--- src/rtl/change_dispenser.sv ---
// rtl/change_dispenser.sv - ticket ejector and greedy coin hopper sequencer
//
// Purpose: after a sale/cancel, ejects ticket_count tickets and then returns
//          change_amount as coins, largest denomination first, one item per
//          valid/ready handshake. Pulses done once everything has gone out.
// Ports:
//   clk, reset        rising-edge clock, synchronous active-low reset
//   start             one-cycle request, honoured only when idle
//   change_amount     dollars to return, latched on start
//   ticket_count      tickets to eject, latched on start
//   tkt_valid/ready   ticket ejector handshake
//   coin_valid/ready  coin hopper handshake, coin_value = denomination
//   busy              high whenever not idle
//   done              one-cycle completion pulse
//   coins_out         coins dispensed in the current/last transaction

module change_dispenser #(
    parameter int WIDTH  = 32,
    parameter int COIN_A = 50,
    parameter int COIN_B = 10,
    parameter int COIN_C = 5,
    parameter int COIN_D = 1
) (
    input  logic             clk,
    input  logic             reset,
    input  logic             start,
    input  logic [WIDTH-1:0] change_amount,
    input  logic [WIDTH-1:0] ticket_count,
    output logic             tkt_valid,
    input  logic             tkt_ready,
    output logic             coin_valid,
    output logic [WIDTH-1:0] coin_value,
    input  logic             coin_ready,
    output logic             busy,
    output logic             done,
    output logic [WIDTH-1:0] coins_out
);

    typedef enum logic [1:0] {
        S_IDLE   = 2'd0,
        S_TICKET = 2'd1,
        S_COIN   = 2'd2,
        S_DONE   = 2'd3
    } state_t;

    state_t           state_q, state_d;
    logic [WIDTH-1:0] remaining_q, remaining_d;
    logic [WIDTH-1:0] tickets_left_q, tickets_left_d;
    logic [WIDTH-1:0] coins_out_q, coins_out_d;
    logic             tkt_valid_q, tkt_valid_d;
    logic             coin_valid_q, coin_valid_d;
    logic [WIDTH-1:0] coin_value_q, coin_value_d;
    logic             busy_q, busy_d;
    logic             done_q, done_d;
    logic [WIDTH-1:0] denom_cur;

    // Largest denomination not exceeding amt. With COIN_D == 1 any non-zero
    // amount finds a coin; the result is meaningless for amt == 0 and is
    // masked by the valid qualifier wherever it is used.
    function automatic logic [WIDTH-1:0] pick_denom(input logic [WIDTH-1:0] amt);
        if (amt >= WIDTH'(COIN_A)) begin
            return WIDTH'(COIN_A);
        end else if (amt >= WIDTH'(COIN_B)) begin
            return WIDTH'(COIN_B);
        end else if (amt >= WIDTH'(COIN_C)) begin
            return WIDTH'(COIN_C);
        end else begin
            return WIDTH'(COIN_D);
        end
    endfunction

    always_comb begin
        state_d        = state_q;
        remaining_d    = remaining_q;
        tickets_left_d = tickets_left_q;
        coins_out_d    = coins_out_q;
        denom_cur      = pick_denom(remaining_q);

        case (state_q)
            S_IDLE: begin
                if (start) begin
                    remaining_d    = change_amount;
                    tickets_left_d = ticket_count;
                    coins_out_d    = '0;
                    state_d        = S_TICKET;
                end
            end
            S_TICKET: begin
                if (tickets_left_q == '0) begin
                    state_d = S_COIN;
                end else if (tkt_valid_q && tkt_ready) begin
                    tickets_left_d = tickets_left_q - 1'b1;
                    if (tickets_left_q == WIDTH'(1)) begin
                        state_d = S_COIN;
                    end
                end
            end
            S_COIN: begin
                if (remaining_q == '0) begin
                    state_d = S_DONE;
                end else if (coin_valid_q && coin_ready) begin
                    remaining_d = remaining_q - denom_cur;
                    coins_out_d = coins_out_q + 1'b1;
                    if (remaining_q == denom_cur) begin
                        state_d = S_DONE;
                    end
                end
            end
            S_DONE: begin
                state_d = S_IDLE;
            end
            default: begin
                state_d = S_IDLE;
            end
        endcase

        // Outputs are computed from the next state so they can be registered
        // without adding a cycle: after each edge they reflect the state just
        // entered, and ready never reaches valid combinationally.
        tkt_valid_d  = (state_d == S_TICKET) && (tickets_left_d != '0);
        coin_valid_d = (state_d == S_COIN) && (remaining_d != '0);
        coin_value_d = coin_valid_d ? pick_denom(remaining_d) : '0;
        busy_d       = (state_d != S_IDLE);
        done_d       = (state_d == S_DONE);
    end

    always_ff @(posedge clk) begin
        if (!reset) begin
            state_q        <= S_IDLE;
            remaining_q    <= '0;
            tickets_left_q <= '0;
            coins_out_q    <= '0;
            tkt_valid_q    <= 1'b0;
            coin_valid_q   <= 1'b0;
            coin_value_q   <= '0;
            busy_q         <= 1'b0;
            done_q         <= 1'b0;
        end else begin
            state_q        <= state_d;
            remaining_q    <= remaining_d;
            tickets_left_q <= tickets_left_d;
            coins_out_q    <= coins_out_d;
            tkt_valid_q    <= tkt_valid_d;
            coin_valid_q   <= coin_valid_d;
            coin_value_q   <= coin_value_d;
            busy_q         <= busy_d;
            done_q         <= done_d;
        end
    end

    assign tkt_valid  = tkt_valid_q;
    assign coin_valid = coin_valid_q;
    assign coin_value = coin_value_q;
    assign busy       = busy_q;
    assign done       = done_q;
    assign coins_out  = coins_out_q;

endmodule
--- config.mk ---
export PLATFORM = sky130hd
export DESIGN_NAME = change_dispenser
export DESIGN_NICKNAME = d
export VERILOG_FILES = /design/src/rtl/change_dispenser.sv
export SDC_FILE = /design/constraint.sdc
export NUM_CORES = 1
export LEC_CHECK = 0
export CORE_UTILIZATION = 45
export DETAILED_ROUTE_END_ITERATION = 16
export PLACE_DENSITY = 0.7
export SYNTH_ARGS = -nofsm -noshare
export SYNTH_HDL_FRONTEND = slang
export SYNTH_SLANG_ARGS = --single-unit
--- constraint.sdc ---
create_clock -name clk -period 4.4 [get_ports clk]
set_input_delay 0.44 -clock clk [delete_from_list [all_inputs] [get_ports clk]]
set_output_delay 0.44 -clock clk [all_outputs]
set_load 0.02 [all_outputs]
==> results of run 1 <==
## per-stage QoR
step	hold WS (ps)	setup WS [ps]
finish	488.3	-190.6
global route	512.0	-370.6
CTS	489.3	-123.0
detailed placement	480.0	-313.5
global placement	468.7	-195.9
floorplan	498.0	60.12
## cell type report
type	instances	area, µm²
repair buffers	212	1908
clock inverters	4	31.28
clock buffers	12	256.5
well taps	188	235.2
fillers	1387	5774
multi-input cells	734	4715
flip-flops and latches	107	2143
inverters	22	82.58
## power breakdown
part | internal [W] | leakage, nW | total (W) | switching, W
registers | 0.00102 | 0.876 | 0.00107 | 0.0000570
clock network | 0.000420 | 0.144 | 0.000798 | 0.000378
logic | 0.000309 | 2.47 | 0.000720 | 0.000410
## what timing repair did
action	4_1_cts	5_1_grt
endpoints found under the setup margin	6	8
endpoints found under the hold margin	0	0
pin swaps	26	2
buffers inserted	11	2
resized for setup	23	14
## Yosys cell counts, types with 9 or more instances
cell type,n,area share
nand4_1,21,0.019
inv_1,20,0.011
nor2b_1,9,0.0081
a31oi_1,17,0.015
o21ai_0,35,0.025
nand2_1,77,0.042
nor3_1,56,0.040
xor2_1,21,0.026
and3_1,16,0.014
a22oi_1,10,0.011
buf_4,28,0.030
nand3_1,35,0.025
ha_1,9,0.016
dfxtp_1,107,0.31
or3_1,19,0.017
nor4_1,11,0.0099
clkbuf_1,34,0.018
and2_1,23,0.021
a21oi_1,40,0.029
o22ai_1,20,0.018
nor2_1,121,0.065
a211oi_1,14,0.015
## cell families (layout without fill, tap and decap cells)
logic type / count (synthesis) / count (layout) / share of synthesized area
AND/OR/NAND/NOR: 446 / 446 / 0.3394
flip-flops: 107 / 107 / 0.3077
XOR/XNOR: 29 / 29 / 0.03649
AO/OA/AOI/OAI: 220 / 220 / 0.2224
buffers and inverters: 93 / 250 / 0.06993
multiplexers: 3 / 3 / 0.004494
adder cells (fa/ha/maj): 10 / 10 / 0.01905
other: 1 / 26 / 0.0005388
## worst paths after layout
check,cells past startpoint,slack [ps],start,to
worst max-delay path,18,-190,remaining_q[16],coin_value[4]
worst min-delay path,2,490,coins_out[31],coins_out[31]
worst max register to register,18,-190,remaining_q[16],coin_value[4]
worst min register to register,2,490,coins_out[31],coins_out[31]
## per-layer routing
metal | part of all wire | GRT usage
met2 | 0.45 | 0.4699
met3 | 0.083 | 0.04260
met5 | 0 | 0
met1 | 0.43 | 0.3967
met4 | 0.034 | 0.1403
## sequential cells by signal, summed over array words and instances, names as in the netlist
signal / cells
coin_valid: 1
state_q: 2
tickets_left_q: 32
done: 1
busy: 1
coins_out: 32
remaining_q: 32
coin_value: 5
tkt_valid: 1
## worst max-delay path: stages (launching register included)
cell and delay [ps]:
dfxtp_2 320, or3_4 400, nor3_4 150, nand3_2 90, or4_4 560, nor4b_4 280
ha_2 250, inv_2 40, fa_2 380, a21oi_4 170, o221ai_4 180, buf_6 170
nor3_4 120, mux2_4 320, a21oi_2 140, nand4_1 140, nor4_4 390, and3_4 270
a31oi_1 90
==> flow_metrics.py, run 1 <==
metrics = {
    "place": {
        "hpwl_um": 17180,
        "port_buffers": 110,
        "dpl_cell_area_um2": 8788,
        "place_inst": 1250,
        "place_congestion": 0.9472,
    },
    "yosys": {
        "synthFlopType": "dfxtp_1",
        "synth_edf_count": 0,
        "yosysSeqAreaShare": 0.3077,
        "post_synth_instance_area_um2": 6960,
        "yosysWarnings": 0,
        "synth_seq_cells": 107,
        "synth.avg_cell_area_um2": 7.657,
        "synth_cells": 909,
        "yosysUniqueCellTypes": 81,
        "synth-async-reset-ratio": 0,
    },
    "cts": {
        "numClockSinks": 107,
        "cts_hold_buffers": 0,
        "numCtsBuffers": 9,
        "clkTransAtPathRegs_ps": 70,
        "clk_latency_ps": 360,
        "cts_tree": "yes",
        "clk_path_buf_depth": 2,
        "cts_root_buf": "clkbuf_16",
        "htreeDepth": 3,
    },
    "sta": {
        "setup_viol": 6,
        "rsz0062_at_grt": "yes",
        "slew_viol_final": 0,
        "max_freq_ghz": 0.2178,
        "skew_ps": 11.81,
        "fin_tns_setup_ps": -925.1,
        "fin_ws_ps": -190.6,
        "period_share": 1.043,
        "hold_viol": 0,
        "tightestPinTransition_ps": 790.7,
        "max-slew-margin-rel": 0.4688,
        "min_period_ps": 4591,
    },
    "cells_and_area": {
        "drive_gt1_frac": 0.1705,
        "final_cell_area_um2": 9371,
        "layout_common_cells": "120 x nor2_1, 110 x clkdlybuf4s50_1, 106 x dfxtp_1",
        "fin_cells": 1279,
        "fin_util": 0.6188,
        "layout.nets": 1165,
        "syn2layout_area_growth_pct": 34.64,
        "num_antenna_cells": 0,
        "final_common_cell": "nor2_1",
    },
    "worst_setup_path": {
        "crit_type": "reg -> reg",
        "cp.required_ps": 4640,
        "end_kind": "flip-flop",
        "worstPathArrival_ps": 4830,
        "cp-start-kind": "flip-flop",
        "cp_max_fo": 5,
    },
    "flow_run": {
        "cap_violations": 0,
    },
    "floorplanning": {
        "io_pins": 137,
        "core_area_um2": 15150,
        "floorplan.initialDensity": 0.4596,
        "placementRows": 45,
        "fp.dieW_um": 126.4,
        "die_area_um2": 15970,
        "fp.dieH_um": 126.4,
    },
    "detailed_routing": {
        "via_count": 7845,
        "postRouteAntennaNets": 0,
        "drt-initial-drc-count": 680,
        "drcViolationCount": 0,
        "wl_um": 23540,
        "first_pass_iters": 5,
        "vias_per_cell": 6.134,
        "wl_per_cell_um": 18.41,
    },
    "hold_path": {
        "hp-class": "reg -> reg",
    },
    "global_route": {
        "grt_pass1_vias": 7226,
        "grt_pass1_wl_um": 37080,
        "grt_remaining_overflow": 0,
        "grt_max_degree": 38,
        "antenna_found_initial": 0,
        "gr-usage-all-layers": 0.2961,
    },
    "power_and_ir_drop": {
        "pwr_density_cell_nw_per_um2": 276.5,
        "p_leak_nw": 3.494,
        "vdd_drop_max_uv": 201.5,
        "power.total_w": 0.002591,
    },
    "outcome": {
        "failed_checks": "setup timing",
        "status": "complete, but fails checks",
    },
}
Power figures use the tool's default switching activity.
==> run 2, diff against run 1 <==
--- a/config.mk
+++ b/config.mk
@@ -5,7 +5,9 @@
 export SDC_FILE = /design/constraint.sdc
 export NUM_CORES = 1
 export LEC_CHECK = 0
+export CORE_MARGIN = 4
 export CORE_UTILIZATION = 45
+export CTS_CLUSTER_DIAMETER = 120
 export DETAILED_ROUTE_END_ITERATION = 16
 export PLACE_DENSITY = 0.7
 export SYNTH_ARGS = -nofsm -noshare
==> run 2 against run 1 <==
  * Cell area grew 2.1%
  * Via count grew 0.96%
  * Non-clock buffer count grew 23
  * Critical path depth is the same
  * Final cell count grew 1.8%
  * Die area grew 9.7%
  * Clock skew shrank 5.1 ps
  * Register-to-register slack lost 30 ps
  * The flow still finishes with violations (setup timing)
  * Critical endpoint unchanged
==> flow_metrics.py, run 2 (synthesis gave the netlist of run 1 again) <==
metrics = {
    "outcome": {
        "status": "complete, but fails checks",
        "failed_checks": "setup timing",
    },
    "floorplanning": {
        "fp.dieH_um": 132.4,
        "core_area_um2": 15200,
        "io_pins": 137,
        "placementRows": 45,
        "die_area_um2": 17520,
        "floorplan.initialDensity": 0.4579,
        "fp.dieW_um": 132.4,
    },
    "detailed_routing": {
        "via_count": 7920,
        "wl_um": 24580,
        "drt-initial-drc-count": 844,
        "postRouteAntennaNets": 0,
        "first_pass_iters": 5,
        "drcViolationCount": 0,
        "vias_per_cell": 6.083,
        "wl_per_cell_um": 18.88,
    },
    "cells_and_area": {
        "nFillCells": 1342,
        "syn2layout_area_growth_pct": 37.41,
        "num_antenna_cells": 0,
        "layout_common_cells": "120 x nor2_1, 114 x buf_4, 110 x clkdlybuf4s50_1",
        "final_common_cell": "nor2_1",
        "layout.nets": 1188,
        "fin_cells": 1302,
        "drive_gt1_frac": 0.1930,
    },
    "cts": {
        "clk_path_buf_depth": 2,
        "htreeDepth": 3,
        "cts_tree": "yes",
        "clk_latency_ps": 360,
        "clkTransAtPathRegs_ps": 80,
        "numCtsBuffers": 9,
        "numClockSinks": 107,
        "cts_root_buf": "clkbuf_16",
    },
    "global_route": {
        "grt_remaining_overflow": 0,
        "gr-usage-all-layers": 0.2687,
        "grt_pass1_wl_um": 38230,
        "grt_pass1_vias": 7405,
        "grt_max_degree": 31,
        "antenna_found_initial": 0,
    },
    "worst_setup_path": {
        "cp_max_fo": 6,
        "cp.required_ps": 4650,
        "crit_type": "reg -> reg",
        "worstPathArrival_ps": 4870,
        "end_kind": "flip-flop",
        "cp-start-kind": "flip-flop",
    },
    "sta": {
        "tightestPinTransition_ps": 1028,
        "skew_ps": 6.750,
        "max_freq_ghz": 0.2162,
        "max-slew-margin-rel": 0.3130,
        "slew_viol_final": 0,
        "fin_ws_ps": -224.7,
        "hold_viol": 0,
        "rsz0062_at_grt": "yes",
        "setup_viol": 8,
        "period_share": 1.051,
        "min_period_ps": 4625,
    },
    "power_and_ir_drop": {
        "switching_power_w": 0.0008821,
        "pwr_density_cell_nw_per_um2": 280.1,
        "pwr-share-seq": 0.401,
        "power.total_w": 0.002679,
        "pwr-share-clk": 0.322,
        "p_leak_nw": 3.609,
        "power_frac_comb": 0.278,
        "vdd_drop_max_uv": 204.4,
        "switching_share": 0.3292,
        "internal-power_w": 0.001797,
    },
    "place": {
        "place_congestion": 0.9303,
        "place_inst": 1264,
        "hpwl_um": 17750,
        "port_buffers": 110,
    },
    "flow_run": {
        "cap_violations": 0,
    },
    "hold_path": {
        "hp-class": "reg -> reg",
    },
}
-- run 2: cell types whose count changed in the layout (fill, tap and decap cells not counted), sizes merged --
cell,previous run,this run
buf,102,125
clkbuf,12,9
clkinv,4,6
bufinv,0,1
clkinvlp,0,1
inv,22,21
-- run 2: path summary, 6_finish.rpt --
check | start | endpoint | slack [ps] | cells after the start
setup / recovery | remaining_q[16] | coin_value[4] | -220 | 18
hold reg to reg | coins_out[31] | coins_out[31] | 490 | 2
setup reg to reg | remaining_q[16] | coin_value[4] | -220 | 18
hold / removal | coins_out[31] | coins_out[31] | 490 | 2
-- run 2: power by group through the flow --
stage                     clock [W]  sequential (W)  combinational [W]
after floorplan                   0         0.00108           0.000423
after global placement            0         0.00109           0.000674
after detailed placement          0         0.00109           0.000675
after CTS                  0.000874         0.00107           0.000716
after global routing       0.000911         0.00108           0.000801
final                      0.000861         0.00107           0.000745
-- run 2: area by class of cell --
class | count | area, µm² | share of cell area
timing repair buffer | 235 | 2081 | 0.2176
inverter | 22 | 82.58 | 0.008634
tap | 188 | 235.2 | 0.02459
multi-input combinational | 734 | 4708 | 0.4923
clock inverter | 7 | 88.84 | 0.009288
sequential | 107 | 2143 | 0.2241
clock buffer | 9 | 225.2 | 0.02355
-- run 2: through the flow --
step	util	setup slack [ps]	cell area [µm²]	setup TNS [ps]	hold slack, ps
floorplan	-	60.12	7148	0	498.0
global placement	0.5826	-194.8	8856	-1044	467.2
detailed placement	0.5826	-336.5	8856	-1815	478.3
CTS	0.6247	-120.8	9497	-660.7	489.2
global route	0.6291	-372.3	9564	-2766	525.3
finish	0.6291	-224.7	9564	-1385	487.4
-- run 2: timing repair --
action,CTS,global route
endpoints found under the setup margin,6,11
buffers inserted,19,3
gates resized for setup,40,8
hold buffers,0,0
pin swaps,28,4
-- run 2: metal layers --
layer | vias to the layer above | share of wire | track usage
met5 | - | 0 | 0
met3 | 65 | 0.091 | 0.04733
met4 | 0 | 0.033 | 0.1241
met2 | 439 | 0.45 | 0.4223
met1 | 3674 | 0.43 | 0.3597
li1 | 3742 | - | -
-- run 2: critical path, stage by stage (launching register included) --
cell and delay (ps):
dfxtp_2 320, or3_4 390, nor3_4 230, nand3_2 110, or4_4 470, nor4b_4 310, ha_2 260, inv_2 40
fa_2 380, a21oi_4 210, o221ai_4 210, nor3_2 240, mux2_4 330, a21oi_4 130, nand4_1 130, nor4_2 320
buf_4 170, and3_4 180, a31oi_1 80
==> run 3, diff against run 2 <==
--- a/config.mk
+++ b/config.mk
@@ -8,8 +8,9 @@
 export CORE_MARGIN = 4
 export CORE_UTILIZATION = 45
 export CTS_CLUSTER_DIAMETER = 120
+export CTS_CLUSTER_SIZE = 16
 export DETAILED_ROUTE_END_ITERATION = 16
-export PLACE_DENSITY = 0.7
+export PLACE_DENSITY = 0.67
 export SYNTH_ARGS = -nofsm -noshare
 export SYNTH_HDL_FRONTEND = slang
 export SYNTH_SLANG_ARGS = --single-unit
==> constraint.sdc (replaced) <==
create_clock -name clk -period 4.6 [get_ports clk]
set_input_delay 0.46 -clock clk [delete_from_list [all_inputs] [get_ports clk]]
set_output_delay 0.46 -clock clk [all_outputs]
set_load 0.02 [all_outputs]
==> run 3 against run 2 <==
  * The run now ends clean
  * Cell area is 2.8% lower
  * Routed wire length is 0.81% lower
  * Setup slack better by 250 ps
  * First-iteration DRC count is 22% lower
  * Combinational power is 8.3% lower
  * Clock skew is 2.1 ps higher
  * Maximum frequency is 1.1% higher
  * Final cell count is 2.2% lower
  * Via count is 2.4% lower
  * Critical path type unchanged
  * Largest power group unchanged
==> flow_metrics.py, run 3 (synthesis gave the netlist of run 1 again) <==
metrics = {
    "global_route": {
        "use_met1": 0.3700,
        "grt_pass1_vias": 7323,
        "grt_pass1_wl_um": 38180,
        "grt_remaining_overflow": 0,
        "grtUsageMet2": 0.4169,
        "gr-usage-all-layers": 0.2678,
        "met3_usage": 0.05878,
        "antenna_found_initial": 0,
        "grt_max_degree": 44,
        "top_usage_layer": "met2",
    },
    "cells_and_area": {
        "num_antenna_cells": 0,
        "nFillCells": 1428,
        "final_common_cell": "nor2_1",
        "multi_input_area_um2": 4710,
        "final_cell_area_um2": 9294,
        "layout.nets": 1159,
        "drive_gt1_frac": 0.1733,
        "syn2layout_area_growth_pct": 33.53,
        "layout_common_cells": "120 x nor2_1, 110 x clkdlybuf4s50_1, 106 x dfxtp_1",
        "ff_latch_area_um2": 2143,
        "fin_util": 0.6114,
    },
    "floorplanning": {
        "fp.dieH_um": 132.4,
        "floorplan.initialDensity": 0.4579,
        "placementRows": 45,
        "io_pins": 137,
        "fp.dieW_um": 132.4,
        "core_area_um2": 15200,
        "die_area_um2": 17520,
    },
    "sta": {
        "slew_viol_final": 0,
        "period_share": 0.9945,
        "skew_ps": 8.875,
        "hold_viol": 0,
        "fin_ws_ps": 25.36,
        "rsz0062_at_grt": "yes",
        "fin_tns_setup_ps": 0,
        "max_freq_ghz": 0.2186,
        "tightestPinTransition_ps": 973.7,
        "min_period_ps": 4575,
        "max-slew-margin-rel": 0.3493,
        "setup_viol": 0,
    },
    "cts": {
        "clk_latency_ps": 360,
        "cts_tree": "yes",
        "numCtsBuffers": 9,
        "cts_root_buf": "clkbuf_16",
        "clkTransAtPathRegs_ps": 80,
        "htreeDepth": 3,
        "clk_path_buf_depth": 2,
        "numClockSinks": 107,
    },
    "outcome": {
        "status": "completed",
    },
    "worst_setup_path": {
        "cp.required_ps": 4850,
        "worstPathArrival_ps": 4820,
        "reg2reg_from": "remaining_q[17]",
        "reg2reg_to": "coin_value[1]",
        "cp-start-kind": "flip-flop",
        "end_kind": "flip-flop",
        "crit_type": "reg -> reg",
        "crit_end": "coin_value[1]",
        "critical_path.startpoint": "remaining_q[17]",
        "cp_max_fo": 6,
        "ff2ff_path_depth": 20,
        "r2r_slack_ps": 30,
    },
    "place": {
        "port_buffers": 110,
        "dpl_cell_area_um2": 8690,
        "post-place-ws_ps": -261.9,
        "place_congestion": 0.9418,
        "hpwl_um": 17840,
    },
    "detailed_routing": {
        "via_count": 7731,
        "wl_um": 24380,
        "wl_per_cell_um": 19.15,
        "drcViolationCount": 0,
        "vias_per_cell": 6.073,
        "first_pass_iters": 6,
        "postRouteAntennaNets": 0,
        "drt-initial-drc-count": 659,
    },
    "power_and_ir_drop": {
        "vdd_drop_max_uv": 191.1,
        "p_leak_nw": 3.452,
        "pwr_density_cell_nw_per_um2": 268.4,
    },
    "flow_run": {
        "cap_violations": 0,
    },
    "hold_path": {
        "hp-class": "reg -> reg",
        "holdCritStartpoint": "coins_out[1]",
    },
}
==> run 3: cell types whose count changed in the layout (fill, tap and decap cells not counted), moves of 3 or more <==
cell	change
o21ai_2	+3
buf_6	-10
buf_4	-19
a21oi_1	+3
==> run 3: stage by stage <==
stage | hold slack (ps) | power (W) | cells
floorplan | 498.0 | 0.001434 | 934
global placement | 470.1 | 0.001678 | 1250
detailed placement | 478.7 | 0.001676 | 1250
CTS | 489.9 | 0.002474 | 1269
global route | 523.1 | 0.002602 | 1273
finish | 488.9 | 0.002495 | 1273
==> run 3: how the worst min path moves through the flow <==
| stage | endpoint | cells after the start |
|---|---|---|
| floorplan | remaining_q[3] | 2 |
| global placement | coins_out[1] | 2 |
| detailed placement | coins_out[1] | 2 |
| CTS | coins_out[1] | 2 |
| global route | coins_out[31] | 2 |
| finish | coins_out[1] | 2 |
==> run 3: power by group <==
group / leakage [nW] / internal, W / switching [W] / total [W]
Clock: 0.144 / 0.000404 / 0.000382 / 0.000787
Combinational: 2.43 / 0.000289 / 0.000394 / 0.000683
Sequential: 0.876 / 0.000972 / 0.0000527 / 0.00102
Total: 3.45 / 0.00167 / 0.000829 / 0.00249
==> run 3: metal layers <==
layer	vias up	routed length, µm
met5	-	0
met4	0	556
met3	45	2176
met2	366	10930
met1	3633	10720
li1	3687	-
==> run 3: timing repair <==
action / 4_1_cts / 5_1_grt
buffers inserted: 3 / 6
endpoints found under the setup margin: 7 / 8
hold buffers: 0 / 0
pin swaps: 19 / 17
resized for setup: 16 / 36
==> run 3: layout make-up <==
type                            count  area share
Multi-Input combinational cell    734      0.5067
Timing Repair Buffer              206      0.1964
Sequential cell                   107      0.2306
Tap cell                          188     0.02531
Clock inverter                      5    0.004847
Clock buffer                       11     0.02719
Inverter                           22    0.008885
==> run 3: critical path, stage by stage (launching register included) <==
cell and delay [ps]:
dfxtp_2 320, or3_4 400, nor3_4 220, nand3_2 100, or4_4 480, nor4b_4 270, buf_4 170, ha_4 130
inv_2 30, fa_2 330, a21oi_2 150, o221ai_1 140, buf_4 200, o31ai_4 220, o31a_1 180, o21ai_2 70
a211o_1 300, nor4_2 280, buf_4 180, and3_4 180, a31oi_1 70
==> edit 1: new RTL, flow settings as in run 1 <==
Make the reset (`reset`) asynchronous in one clocked block. Comments in the files are not updated.
--- a/src/rtl/change_dispenser.sv
+++ b/src/rtl/change_dispenser.sv
@@ -126,3 +126,3 @@
 
-    always_ff @(posedge clk) begin
+    always_ff @(posedge clk or negedge reset) begin
         if (!reset) begin
Formal check against the unedited RTL: differs if reset is asserted again (counterexample within 4 cycles, from zero or initial values and one cycle with reset low); with reset held inactive, the same outputs for 4 cycles.
==> edit 1 against run 1 <==
- the run still ends with setup timing left
- routed wire length rose by 8.9%
- area after synthesis is 7.9% higher
- die area rose by 7.8%
- design area rose by 5.9%
- worst setup slack better by 0.041 ns
- clock skew increased by 0.0011 ns
- critical path type unchanged
- sequential cell count unchanged
Power is not compared: it rests on default switching activity, and its combinational part moved more than twofold at a synthesized area within 25%.
==> edit 1: results (changes against run 1) <==
[worst_setup_path]
worst_path_largest_cell_delay_ns = 0.50  ; was 0.56 ns
critical_path_arrival_ns = 4.81  ; was 4.83 ns
r2r_start = remaining_q[10]  ; was remaining_q[16]

[hold_path]
hp-class = primary input to asynchronous set/reset pin  ; was flop to flop

[route]
wl_per_cell_um = 20.0  ; was 18.4 um
wirelength_um = 25600  ; was 23500 um
drt_iter0_markers = 711  ; was 680

[synth]
synthXorXnorAreaFrac_pct = 3.85  ; was 3.65%
synth_compound_area_share_pct = 21.8  ; was 22.2%
yosysSeqAreaShare_pct = 35.7  ; was 30.8%
synth-main-ff-cell = dfrtp_1  ; was dfxtp_1
synthTopCellsByCount = dfrtp_1 (107), nor2_1 (82), nand2_1 (76)  ; was nor2_1 (121), dfxtp_1 (107), nand2_1 (77)
ys_async_sr_fraction_pct = 100  ; was 0%
netlist.area_leader.share_pct = 35.7  ; was 30.8%

[placed_design]
dpl.hpwl_um = 19000  ; was 17200 um

[global_route]
grt_max_degree = 42  ; was 38
grt_pass1_vias = 7644  ; was 7226
grt_pass1_wl_um = 41200  ; was 37100 um
gr-usage-met1_pct = 39.3  ; was 39.7%
use_met3_pct = 3.94  ; was 4.26%
grt_util_all_layers_pct = 30.2  ; was 29.6%

[timing]
worst_clock_skew_ns = 0.0129  ; was 0.0118 ns
fin_ws_ns = -0.149  ; was -0.191 ns
setup_viol = 6  ; unchanged
worstMarginPinSlew_ns = 1.03  ; was 0.791 ns

[status]
status = finished with violations  ; unchanged
violations = setup timing  ; unchanged

[cells_and_area]
layout-drive-gt1-share_pct = 18.1  ; was 17.0%

## edit 1: cell types whose count changed after synthesis, sizes merged, moves of 6 or more
cell	run 1	this run
nor4	17	25
nand3	35	43
dfrtp	0	107
o21ai	39	32
dfxtp	107	0
a21o	2	10
nand2b	2	9
mux2i	2	8
a211oi	17	11
and2	23	10
nor3	59	40
a41oi	2	8
a21oi	40	34
nor2	121	82
## edit 1: worst min-delay path by stage
| stage | slack [ns] | from | end | cells after the start |
|---|---|---|---|---|
| after global routing | 0.11 | reset | remaining_q[20] | 1 |
| after CTS | 0.08 | reset | tickets_left_q[11] | 1 |
| final | 0.06 | reset | remaining_q[21] | 1 |
| after detailed placement | 0.47 | reset | tickets_left_q[11] | 1 |
| after global placement | 0.46 | reset | tickets_left_q[15] | 1 |
| after floorplan | 0.14 | reset | busy | 0 |
## edit 1: stage by stage
step | util, % | hold slack, ns | power, uW | cell area, um2 | setup slack [ns]
floorplan | - | 0.144 | 2390 | 7680 | -0.209
global placement | 58.2 | 0.459 | 3040 | 9390 | -0.232
detailed placement | 58.2 | 0.469 | 3050 | 9390 | -0.306
CTS | 60.8 | 0.0791 | 3910 | 9790 | -0.185
global route | 61.6 | 0.108 | 4220 | 9920 | -0.287
finish | 61.6 | 0.0596 | 4000 | 9920 | -0.149
## edit 1: cell families (layout without fill, tap and decap cells)
group           after synthesis  in the layout
xor+xnor                     33             33
mux                           9              9
other cells                   1             26
flops                       107            107
compound gates              225            225
fa+ha+maj                    11             11
buf+inv                      93            257
simple gates                398            398
## edit 1: routing by layer
layer | routed length, um | vias up
met5 | 0 | -
met1 | 10700 | 3716
li1 | - | 3657
met4 | 882 | 0
met3 | 1710 | 63
met2 | 12400 | 374
## edit 1: power by group
group          total (uW)  internal, uW  switching [uW]  leakage, uW
Combinational        1720           793             928      0.00259
Sequential           1460          1200             255      0.00135
Clock                 820           398             421     0.000138
Total                4000          2400            1600      0.00407
## edit 1: area by class of cell
cell class	instances	area share [%]
clock buffer	10	2.31
clock inverter	6	0.618
inverter	20	0.757
multi-input combinational	702	47.1
sequential	107	27.0
tap	216	2.72
timing repair buffer	221	19.5
## edit 1: repair_timing
action                     CTS  global route
pin swaps                   18            16
resized for setup           17            17
hold endpoints to repair     0             0
buffers inserted             5             4
setup endpoints to repair    6             6
==> edit 2: new RTL, flow settings as in run 1 <==
Without the edit above. Set the parameter `WIDTH` to 48 (it was 32).
--- a/src/rtl/change_dispenser.sv
+++ b/src/rtl/change_dispenser.sv
@@ -17,3 +17,3 @@
 module change_dispenser #(
-    parameter int WIDTH  = 32,
+    parameter int WIDTH  = 48,
     parameter int COIN_A = 50,
Interface: changed (resized change_amount, coin_value, coins_out and ticket_count); port bits go from 137 to 201. No check against the original RTL was run, so the function may have changed too.
==> edit 2 against run 1 <==
- non-clock buffer count increased by 150
- largest cell class unchanged
- routed wire length increased by 94%
- total power increased by 71%
- area after synthesis increased by 58%
- worst setup slack got worse by 0.68 ns
- sequential cell count increased by 48
- the run still ends with setup timing left
- critical endpoint is now coin_value[4]
- clock power increased by 93%
- design area increased by 63%
- critical path depth unchanged
==> edit 2: results (changes against run 1) <==
[power]
p_leak_uw = 0.00558  ; was 0.00349 uW
swShare_pct = 36.3  ; was 32.6%

[global_route]
grt_max_degree = 55  ; was 38
grt_pass1_wl_um = 69700  ; was 37100 um
grt_pass1_vias = 12500  ; was 7226

[route]
dr_wl_met3_um = 3660  ; was 1960 um
drt_iter0_markers = 1371  ; was 680
vias_per_cell = 6.32  ; was 6.13
routed.top_layer = met5  ; was met4
met1_length_um = 18300  ; was 10100 um

[clock_network]
cts_inserted_buffers = 17  ; was 9
clk_latency_ns = 0.44  ; was 0.36 ns

[synth]
yosysSeqAreaShare_pct = 28.2  ; was 30.8%
synth_cell_types = 85  ; was 81
post_synth.cell_area_avg_um2 = 7.44  ; was 7.66 um2
synthTopCellsByCount = nor2_1 (179), dfxtp_1 (155), nand2_1 (113)  ; was nor2_1 (121), dfxtp_1 (107), nand2_1 (77)

[timing]
setup_viol = 10  ; was 6
fin_ws_ns = -0.869  ; was -0.191 ns

[placed_design]
dp_cells = 2044  ; was 1250
gp_congestion = 1.02  ; was 0.947
portBuffers = 158  ; was 110

[worst_setup_path]
r2r_start = remaining_q[34]  ; was remaining_q[16]

[cells_and_area]
nNetsFinal = 1875  ; was 1165

[status]
status = finished with violations  ; unchanged
violations = setup timing  ; unchanged

## edit 2: cell count changes after synthesis, sizes merged, moves of 24 or more
cell	before	now
clkbuf	34	78
and2	23	53
nor4	17	54
nor3	59	90
buf	37	61
nand2	78	113
a21oi	40	64
nor2	121	179
dfxtp	107	155
## edit 2: path summary, 6_finish.rpt
path	to	slack [ns]	depth (start not counted)
setup / recovery	coin_value[4]	-0.87	18
hold / removal	coins_out[28]	0.52	2
setup reg to reg	coin_value[4]	-0.87	18
hold reg to reg	coins_out[28]	0.52	2
## edit 2: per-layer routing
metal	vias to the layer above	global-route usage (%)
met3	169	5.91
met4	2	22.1
met5	-	0
met1	6255	45.0
met2	723	59.4
li1	6108	-
## edit 2: what timing repair did
action,in CTS,in global routing
hold buffers,0,0
setup buffers,10,12
pin swaps,18,17
endpoints found under the setup margin,31,35
gates resized for setup,39,66
## edit 2: cell type report
class	count	area, um2	share of cell area (%)
diodes	1	2.50	0.0164
clock buffers	17	425	2.79
clock inverters	15	199	1.30
well taps	319	399	2.61
flip-flops and latches	155	3110	20.4
multi-input cells	1197	7850	51.5
inverters	30	113	0.738
repair buffers	362	3160	20.7
## edit 2: stage by stage
| stage | util [%] | setup WS (ns) | power (uW) | setup TNS [ns] | hold WS, ns |
|---|---|---|---|---|---|
| floorplan | - | -0.759 | 2280 | -3.56 | 0.521 |
| global placement | 58.7 | -1.21 | 2800 | -9.32 | 0.481 |
| detailed placement | 58.7 | -1.30 | 2800 | -10.68 | 0.502 |
| CTS | 62.5 | -0.886 | 4360 | -6.14 | 0.519 |
| global route | 64.3 | -1.06 | 4600 | -8.06 | 0.556 |
| finish | 64.3 | -0.869 | 4430 | -5.63 | 0.515 |
## edit 2: cells by family after synthesis
logic type	count (synthesis)	share of synthesized area [%]
xor+xnor	44	3.50
buf+inv	169	7.42
other cells	1	0.0340
simple gates	707	33.5
fa+ha+maj	11	1.32
compound gates	378	24.7
mux	15	1.37
flops	155	28.2
## edit 2: power groups by stage
stage / logic [uW] / registers, uW / clock network [uW]
2_1_floorplan: 702 / 1580 / 0
3_3_place_gp: 1210 / 1580 / 0
6_report: 1330 / 1560 / 1540
5_1_grt: 1410 / 1570 / 1620
4_1_cts: 1250 / 1560 / 1550
3_5_place_dp: 1210 / 1590 / 0
## edit 2: critical path, delay by kind of cell (launching register included)
family | cells | cell delay [ns]
adders and majority gates | 2 | 0.49
buffers and inverters | 2 | 0.23
and+or+nand+nor | 10 | 3.16
AOI/OAI and AO/OA | 4 | 0.94
DFF | 1 | 0.31
